### src/rtl/seg_pkg.sv
// Shared types, glyph table and width helper for the 7-segment scan engine.
package seg_pkg;

  typedef logic [6:0] seg7_t;  // {g,f,e,d,c,b,a}, logical 1 = lit

  localparam seg7_t SEG_OFF = 7'h00;

  localparam seg7_t HEX_GLYPH [16] = '{
    7'h3F, 7'h06, 7'h5B, 7'h4F, 7'h66, 7'h6D, 7'h7D, 7'h07,
    7'h7F, 7'h6F, 7'h77, 7'h7C, 7'h39, 7'h5E, 7'h79, 7'h71
  };

  typedef enum logic [1:0] {
    ST_OFF  = 2'd0,
    ST_DEAD = 2'd1,
    ST_ON   = 2'd2
  } scan_state_t;

  // Bits needed to hold 0..n-1, never less than one.
  function automatic int unsigned width_of(input int unsigned n);
    return (n < 2) ? 1 : $clog2(n);
  endfunction

endpackage

### src/rtl/module_hex7seg.sv
// Combinational hex nibble to logical segment pattern.
module module_hex7seg
  import seg_pkg::*;
(
  input  logic [3:0] nibble_i,
  output seg7_t      seg_o
);

  assign seg_o = HEX_GLYPH[nibble_i];

endmodule

### src/rtl/module_seg_scan_mux.sv
// N-digit multiplexed 7-segment scan engine with dead time, blanking and pad polarity.
//   state   | meaning
//   ST_OFF  | en low or not yet started: all anodes inactive
//   ST_DEAD | dead counter running after a digit switch: anodes inactive
//   ST_ON   | anode of idx lit (unless blanked), segments show the shadow nibble
module module_seg_scan_mux
  import seg_pkg::*;
#(
  parameter int unsigned CLK_HZ      = 27_000_000,
  parameter int unsigned SCAN_HZ     = 1_000,
  parameter int unsigned N_DIGITS    = 4,
  parameter int unsigned DEAD_CYC    = 64,
  parameter bit          AN_ACT_LOW  = 1'b1,
  parameter bit          SEG_ACT_LOW = 1'b1
) (
  input  logic                  clk,
  input  logic                  rst_n,
  input  logic                  en,
  input  logic [4*N_DIGITS-1:0] digits_i,
  input  logic [N_DIGITS-1:0]   dp_i,
  input  logic [N_DIGITS-1:0]   blank_i,
  output logic [N_DIGITS-1:0]   an_o,
  output seg7_t                 seg_o,
  output logic                  dp_o,
  output logic                  tick_o
);

  localparam int unsigned DIV = CLK_HZ / SCAN_HZ;
  localparam int unsigned PW  = width_of(DIV);
  localparam int unsigned IW  = width_of(N_DIGITS);
  localparam int unsigned DW  = width_of(DEAD_CYC + 1);

  localparam logic [PW-1:0]       PRESC_LAST = PW'(DIV - 1);
  localparam logic [IW-1:0]       IDX_LAST   = IW'(N_DIGITS - 1);
  localparam logic [DW-1:0]       DEAD_LOAD  = DW'(DEAD_CYC);
  localparam logic [DW-1:0]       DEAD_ONE   = DW'(1);
  localparam logic [N_DIGITS-1:0] AN_PAD_OFF = {N_DIGITS{AN_ACT_LOW}};
  localparam seg7_t               SEG_PAD_OFF = SEG_OFF ^ {7{SEG_ACT_LOW}};

  if (DIV < 2) begin : g_chk_div
    $error("module_seg_scan_mux: CLK_HZ/SCAN_HZ must be at least 2");
  end
  if (N_DIGITS < 2 || N_DIGITS > 8) begin : g_chk_ndig
    $error("module_seg_scan_mux: N_DIGITS must be 2..8");
  end
  if (DEAD_CYC >= DIV) begin : g_chk_dead
    $error("module_seg_scan_mux: DEAD_CYC must be below the scan divider");
  end

  logic [PW-1:0]       presc_q, presc_d;
  logic [IW-1:0]       idx_q, idx_nxt;
  logic                started_q;
  logic                tick_q;
  logic [3:0]          nib_q;
  logic                sdp_q, sblank_q;
  logic [DW-1:0]       dead_q, dead_d;
  scan_state_t         state_q, state_d;
  logic [N_DIGITS-1:0] an_q, an_d;
  seg7_t               seg_q, seg_d;
  logic                dpo_q, dpo_d;
  logic                wrap;
  seg7_t               glyph;

  // Scan tick: prescaler wraps; held (not cleared) while en is low.
  assign wrap    = en && (presc_q == PRESC_LAST);
  assign presc_d = !en ? presc_q : (wrap ? '0 : presc_q + 1'b1);
  // The very first slot after reset is digit 0, not digit 1.
  assign idx_nxt = (!started_q || idx_q == IDX_LAST) ? '0 : idx_q + 1'b1;

  always_ff @(posedge clk or negedge rst_n) begin
    if (!rst_n) begin
      presc_q   <= '0;
      idx_q     <= '0;
      started_q <= 1'b0;
      tick_q    <= 1'b0;
      nib_q     <= '0;
      sdp_q     <= 1'b0;
      sblank_q  <= 1'b0;
    end else begin
      presc_q <= presc_d;
      tick_q  <= wrap;
      if (wrap) begin
        idx_q     <= idx_nxt;
        started_q <= 1'b1;
        nib_q     <= digits_i[{idx_nxt, 2'b00} +: 4];
        sdp_q     <= dp_i[idx_nxt];
        sblank_q  <= blank_i[idx_nxt];
      end
    end
  end

  always_ff @(posedge clk or negedge rst_n) begin
    if (!rst_n) begin
      state_q <= ST_OFF;
      dead_q  <= '0;
    end else begin
      state_q <= state_d;
      dead_q  <= dead_d;
    end
  end

  always_comb begin
    state_d = state_q;
    dead_d  = dead_q;
    if (!en) begin
      state_d = ST_OFF;
      dead_d  = '0;
    end else if (wrap || (state_q == ST_OFF && started_q)) begin
      // New slot, or resuming after en: always pass through dead time.
      dead_d  = DEAD_LOAD;
      state_d = (DEAD_CYC == 0) ? ST_ON : ST_DEAD;
    end else begin
      case (state_q)
        ST_DEAD: begin
          if (dead_q <= DEAD_ONE) begin
            dead_d  = '0;
            state_d = ST_ON;
          end else begin
            dead_d = dead_q - 1'b1;
          end
        end
        default: ;
      endcase
    end
  end

  module_hex7seg u_hex7seg (
    .nibble_i (nib_q),
    .seg_o    (glyph)
  );

  always_comb begin
    an_d  = AN_PAD_OFF;
    seg_d = SEG_PAD_OFF;
    dpo_d = SEG_ACT_LOW;
    if (en && state_q == ST_ON && !sblank_q) begin
      an_d        = '0;
      an_d[idx_q] = 1'b1;
      an_d        = an_d ^ AN_PAD_OFF;
      seg_d       = glyph ^ {7{SEG_ACT_LOW}};
      dpo_d       = sdp_q ^ SEG_ACT_LOW;
    end
  end

  always_ff @(posedge clk or negedge rst_n) begin
    if (!rst_n) begin
      an_q  <= AN_PAD_OFF;
      seg_q <= SEG_PAD_OFF;
      dpo_q <= SEG_ACT_LOW;
    end else begin
      an_q  <= an_d;
      seg_q <= seg_d;
      dpo_q <= dpo_d;
    end
  end

  assign an_o   = an_q;
  assign seg_o  = seg_q;
  assign dp_o   = dpo_q;
  assign tick_o = tick_q;

endmodule

### config.mk
export PLATFORM = sky130hd
export DESIGN_NAME = module_seg_scan_mux
export DESIGN_NICKNAME = d
export VERILOG_FILES = /design/src/rtl/seg_pkg.sv /design/src/rtl/module_hex7seg.sv /design/src/rtl/module_seg_scan_mux.sv
export SDC_FILE = /design/constraint.sdc
export NUM_CORES = 1
export LEC_CHECK = 0
export CAP_MARGIN = 30
export CORE_MARGIN = 8
export CORE_UTILIZATION = 55
export CTS_BUF_LIST = sky130_fd_sc_hd__clkbuf_8
export DETAILED_ROUTE_END_ITERATION = 10
export PLACE_DENSITY = 0.82
export RECOVER_POWER = 50
export SETUP_SLACK_MARGIN = 0.02
export SYNTH_ARGS = -nofsm -noshare
export SYNTH_HDL_FRONTEND = slang
export SYNTH_SLANG_ARGS = --single-unit
### constraint.sdc
create_clock -name clk -period 2.9 [get_ports clk]
set_clock_uncertainty 0.15 [all_clocks]
set_input_delay 0.87 -clock clk [delete_from_list [all_inputs] [get_ports clk]]
set_output_delay 0.87 -clock clk [all_outputs]
set_load 0.05 [all_outputs]
Word-level counts from Yosys, hierarchy flattened --
Memories as Yosys holds them, arrays and structs flattened. Cells that the tools add are included.
Word-level totals: output and inout port bits 13, logic and storage cells 64, bits in registers 46, bits of input ports 27, memory bits (read-only) 112, memories 1
Memories:
- (no name shown) | depth 16, width 7, read ports 1, clocked after Yosys merged registers in 0, write ports 0, line module_hex7seg.sv:9 | assign seg_o = HEX_GLYPH[nibble_i];
Cells by class: add/subtract/negate cells 3, bitwise gates (word level) 4, reduce and logical (&&, ||, !) cells 11, eq/ne operators 6, shift operators 1, muxes and demuxes 21, order comparisons 5
Operators with widths (number):
- 7-bit two-way mux | 7
- 16-bit by 5-bit variable part select with 4-bit output | 1
- 15-bit by 1-bit adder with 15-bit output, second input constant | 1
- 15-bit == test, second input constant | 1
- 15-bit two-way mux | 1
- 2-bit two-way mux | 5
- 7-bit by 1-bit <= comparator with 1-bit output, second input constant | 1
- 7-bit NOT | 1
- 7-bit by 1-bit subtractor with 7-bit output, second input constant | 1
- 2-bit by 3-bit less-than comparator with 1-bit output, second input constant | 2
- 3-bit by 1-bit inequality test with 1-bit output, second input constant | 2
- 5-bit greater-or-equal comparator, second input constant | 1
- 1-bit logical AND | 5
- 4-bit NOT with 5-bit output | 1
- 1-bit binary-select mux with 2-bit select | 2
- 2-bit == test, second input constant | 2
- 1-bit two-way mux | 4
- 4-bit two-way mux | 1
- 4-bit NOT | 1
- 2-bit by 1-bit adder with 2-bit output, second input constant | 1
- 1-bit demux with 2-bit select | 1
- 2-bit by 1-bit == test with 1-bit output, second input constant | 1
- 2-bit by 1-bit greater-or-equal comparator with 1-bit output, second input constant | 1
- 1-bit logical NOT | 2
- 4 further kinds | 5

Longest topological paths before layout --
word-level depth 6, depth in mapped cells 8, gate-level depth less buffers 6

Cells and area by module --
From an unflattened synthesis, not the netlist that was laid out.
Second synthesis, totals: cell total of the unflattened synthesis 263, area total of the unflattened synthesis 2617.5 um^2
Modules (own cells, without submodules):
- module_seg_scan_mux | seq. area each 1166.1 um^2, instances 1, area an instance 2329.7 um^2, cells an instance 230
- module_hex7seg | seq. area each 0.0 um^2, instances 1, area an instance 287.8 um^2, cells an instance 33

Worst setup path after synthesis --
No wires, ideal clock.
path type input port to flip-flop, start in en, end reg presc_q[0], library setup time 125 ps, arrival time 2225 ps, path buffers 2, required time 2625 ps, stages on the path 7, setup slack 400 ps, cells stage by stage clkbuf_1 > nand4_1 > or4_4 > inv_2 > buf_6 > nor2_1 > mux2_2
On the way: longest elaborated chain between the ends 2
RTL lines:
- from (decl) | line module_seg_scan_mux.sv:18 | input logic en,
- 1-bit logical AND | line module_seg_scan_mux.sv:65 | assign wrap = en && (presc_q == PRESC_LAST);
- net wrap | line module_seg_scan_mux.sv:61 | logic wrap;
- 15-bit two-way mux | line module_seg_scan_mux.sv:66 | assign presc_d = !en ? presc_q : (wrap ? '0 : presc_q + 1'b1);
- to (signal assigned) | line module_seg_scan_mux.sv:80 | presc_q <= presc_d;
- to (decl) | line module_seg_scan_mux.sv:50 | logic [PW-1:0] presc_q, presc_d;
The timed path passes the listed nets, and every way through them passes these cells. A chain may end at the register's enable or synchronous reset.

Worst setup path after layout --
start reg an_q[0] (netlist: an_o[0]), end out an_o[0]
RTL lines:
- from (decl) | line module_seg_scan_mux.sv:58 | logic [N_DIGITS-1:0] an_q, an_d;
- from (signal assigned) | line module_seg_scan_mux.sv:151 | an_q <= an_d;
- to (decl) | line module_seg_scan_mux.sv:22 | output logic [N_DIGITS-1:0] an_o,
No word-level cell between the ends.

==> flow_metrics.env <==
export IMPL_status="complete, but fails checks"
export IMPL_violations="capacitance limit, slew limit"
export IMPL_n_fill_cell=355
export IMPL_cts_buffers=5
export IMPL_via_per_inst=5.59
export IMPL_end_kind="output pin"
export IMPL_place_gp_congestion=0.819
export IMPL_diodes=0
export IMPL_tritoncts="done"
export IMPL_finalWorstSetupSlack_ns=0.258
export IMPL_crit_path_max_fanout=1
export IMPL_yosysUniqueCellTypes=45
export IMPL_cts_setup_buffers=0
export IMPL_min_path_type="reg2reg"
export IMPL_crit_required_ns=1.88
export IMPL_num_vias=1894
export IMPL_grt_pass1_vias=1858
export IMPL_hold_viol=0
export IMPL_leakagePower_nw=1.27
export IMPL_cts_sinks=46
export IMPL_dp_hpwl_mm=3.70
export IMPL_ys_seq_elements=46
export IMPL_drt_total_wl_mm=5.16
export IMPL_core_area_sq_um=4290
export IMPL_syn_mean_instance_area_sq_um=10.0
export IMPL_worstSetupPathType="reg2out"
export IMPL_postSynthCellCount=243
export IMPL_slew_headroom=-0.279
export IMPL_rsz0062_at_grt="false"
export IMPL_rrSetupSlack_ns=0.48
export IMPL_clk_latency_ns=0.30
export IMPL_rr_worst_depth=5
export IMPL_synthFlopType="dfrtp_1"
export IMPL_die_x_um=82.5
export IMPL_grt_first_pass_wirelength_mm=8.78
export IMPL_min_to="dp_o"
export IMPL_wl_per_cell_um=15.2
export IMPL_async_flop_share=1.00
export IMPL_die_height_um=82.5
export IMPL_port_buffers=39
export IMPL_netlist_area_sq_um=2430
export IMPL_grt_total_usage=0.163
export IMPL_min_period_ns=2.64
export IMPL_use_met1=0.215
export IMPL_cts_resized_gates=0
export IMPL_r2r_end="state_q[0]"
export IMPL_post_place_ws_ns=0.112
export IMPL_power_density_nw_per_um2=459
export IMPL_vdd_drop_max_mv=0.319
export IMPL_drtIter0Drc=128
export IMPL_antenna_found_initial=0
export IMPL_cts_buffer_depth=2
export IMPL_drc=0
export IMPL_row_count=24
export IMPL_ant_nets=0
export IMPL_min_path_cells=1
export IMPL_fmax_mhz=378
export IMPL_grt_use_met2=0.270
export IMPL_cts_root_buffer="clkbuf_8"
export IMPL_cts_hold_buf=0
export IMPL_clk_pin_slew_ns=0.09
export IMPL_syn2layout_area_growth_pct=23.0
export IMPL_finalSetupTns_ns=0
export IMPL_finalSetupViolations=0
export IMPL_grt_max_degree=37
export IMPL_crit_buf_inv=1
export IMPL_ys_seq_area_frac=0.479
export IMPL_crit_chain="clkdlybuf4s50_1"
export IMPL_drtPass1Iterations=4
export IMPL_arrival_ns=1.62
export IMPL_cap_viol_max_count=1
export IMPL_start_util=0.566
export IMPL_final_nets=325
export IMPL_synth_edff_count=0
export IMPL_start_kind="flip-flop"
export IMPL_yosysWarnings=0
export IMPL_ioPinCount=40
export IMPL_critPathMaxStageDelay_ns=0.79
export IMPL_grt_overflow_total=0
export IMPL_htree_levels=2
export IMPL_drv_slew=37
export IMPL_hp_start="sdp_q"
export IMPL_r2r_start="presc_q[3]"
export IMPL_cp_slowest_cell="clkdlybuf4s50_1"
export IMPL_met3_usage=0.0303
export IMPL_utilization=0.697
export IMPL_drive_gt1_frac=0.111
export IMPL_finalCritPeriodShare=0.911
export IMPL_grt_busiest_layer="met2"
export IMPL_dieArea_sq_um=6810
export IMPL_critPathTopFamily="buffers and inverters"
export IMPL_worstMarginPinSlew_ns=1.92
export IMPL_synth_nets=282
## worst register-to-register path: stages, from the launching register on
cell	delay, ns
dfrtp_1	0.45
or4b_1	0.55
or4_4	0.58
inv_1	0.25
nor3_1	0.09
a311oi_1	0.25
## layout make-up
class / instances / area [sq um] / share of cell area
Clock buffer: 5 / 68.8 / 0.0230
Tap cell: 52 / 65.1 / 0.0217
Timing Repair Buffer: 46 / 427 / 0.143
Multi-Input combinational cell: 176 / 1180 / 0.394
Inverter: 11 / 41.3 / 0.0138
Clock inverter: 3 / 43.8 / 0.0146
Sequential cell: 46 / 1170 / 0.390
## routing by layer
| metal | vias up | routed length [um] | share of wire |
|---|---|---|---|
| met5 | - | 0 | 0 |
| met4 | 0 | 47 | 0.0091 |
| met3 | 5 | 170 | 0.033 |
| met2 | 35 | 2400 | 0.47 |
| met1 | 890 | 2540 | 0.49 |
| li1 | 964 | - | - |
## synth_stat cells (2+ instances only)
| cell type | instances | area [sq um] |
|---|---|---|
| mux2i_1 | 8 | 80.1 |
| a221o_1 | 6 | 60.1 |
| clkbuf_1 | 9 | 33.8 |
| nand2b_1 | 8 | 50.1 |
| nor2b_1 | 6 | 37.5 |
| dfstp_2 | 12 | 315 |
| dfrtp_1 | 34 | 851 |
| nand3b_1 | 4 | 30.0 |
| xor2_1 | 3 | 26.3 |
| o21ai_0 | 10 | 50.1 |
| o22ai_1 | 6 | 37.5 |
| o41ai_1 | 2 | 17.5 |
| nand3_1 | 3 | 15.0 |
| or3_1 | 8 | 50.1 |
| nor2_1 | 16 | 60.1 |
| nor3_1 | 6 | 30.0 |
| mux2_2 | 3 | 33.8 |
| a21oi_1 | 7 | 35.0 |
| nand2_1 | 29 | 109 |
| nand4_1 | 7 | 43.8 |
| xnor2_1 | 5 | 43.8 |
| o211ai_1 | 3 | 22.5 |
| o311ai_0 | 6 | 52.6 |
| ha_1 | 12 | 150 |
| inv_1 | 10 | 37.5 |
## worst max-delay path by stage
stage	from	to	slack, ns	depth (start not counted)
finish	an_o[0]	an_o[0]	0.26	1
global route	en	state_q[0]	0.15	6
CTS	seg_o[0]	seg_o[0]	0.24	1
detailed placement	en	presc_q[0]	0.11	6
global placement	en	presc_q[0]	0.18	6
floorplan	en	presc_q[0]	0.40	7
## cell families after synthesis
family	after synthesis	synth area share
buf+inv	21	0.0355
fa+ha+maj	12	0.0617
xor+xnor	8	0.0288
compound gates	49	0.144
simple gates	96	0.204
mux	11	0.0468
flops	46	0.479
## layout by cell type (no fill, tap or decap), types with 2 or more instances in the layout
| master | instances |
|---|---|
| nand2_1 | 29 |
| clkbuf_1 | 3 |
| inv_1 | 11 |
| nor2b_1 | 6 |
| o211ai_1 | 3 |
| dfrtp_1 | 34 |
| o22ai_1 | 6 |
| clkdlybuf4s50_1 | 37 |
| mux2i_1 | 8 |
| o311ai_0 | 6 |
| buf_4 | 4 |
| xor2_1 | 3 |
| nand2b_1 | 8 |
| ha_1 | 12 |
| nand4_1 | 7 |
| nand3b_1 | 4 |
| nor2_1 | 16 |
| xnor2_1 | 5 |
| dfstp_2 | 12 |
| o41ai_1 | 2 |
| mux2_2 | 3 |
| nand3_1 | 3 |
| clkbuf_8 | 5 |
| a221o_1 | 6 |
| nor3_1 | 6 |
| or3_1 | 8 |
| a21oi_1 | 7 |
| o21ai_0 | 10 |
## flip-flops by register name, indices dropped and copies added, names as in the netlist
register	flops
seg_o	7
tick_o	1
sblank_q	1
presc_q	15
state_q	2
an_o	4
started_q	1
dp_o	1
idx_q	2
sdp_q	1
nib_q	4
dead_q	7
## where the power goes
part / internal [mW] / switching (mW) / total (mW)
Clock: 0.258 / 0.223 / 0.481
Sequential: 0.684 / 0.0538 / 0.737
Combinational: 0.0884 / 0.0658 / 0.154
## through the flow
stage | hold slack, ns | instances | cell area (sq um) | total power, mW
2_1_floorplan | 0.222 | 243 | 2430 | 0.828
4_1_cts | 0.266 | 339 | 3000 | 1.38
3_3_place_gp | 0.253 | 331 | 2890 | 0.899
6_report | 0.263 | 339 | 2990 | 1.37
3_5_place_dp | 0.265 | 331 | 2890 | 0.904
5_1_grt | 0.281 | 339 | 2990 | 1.44
Note: power is estimated with default switching activity, not from simulation.
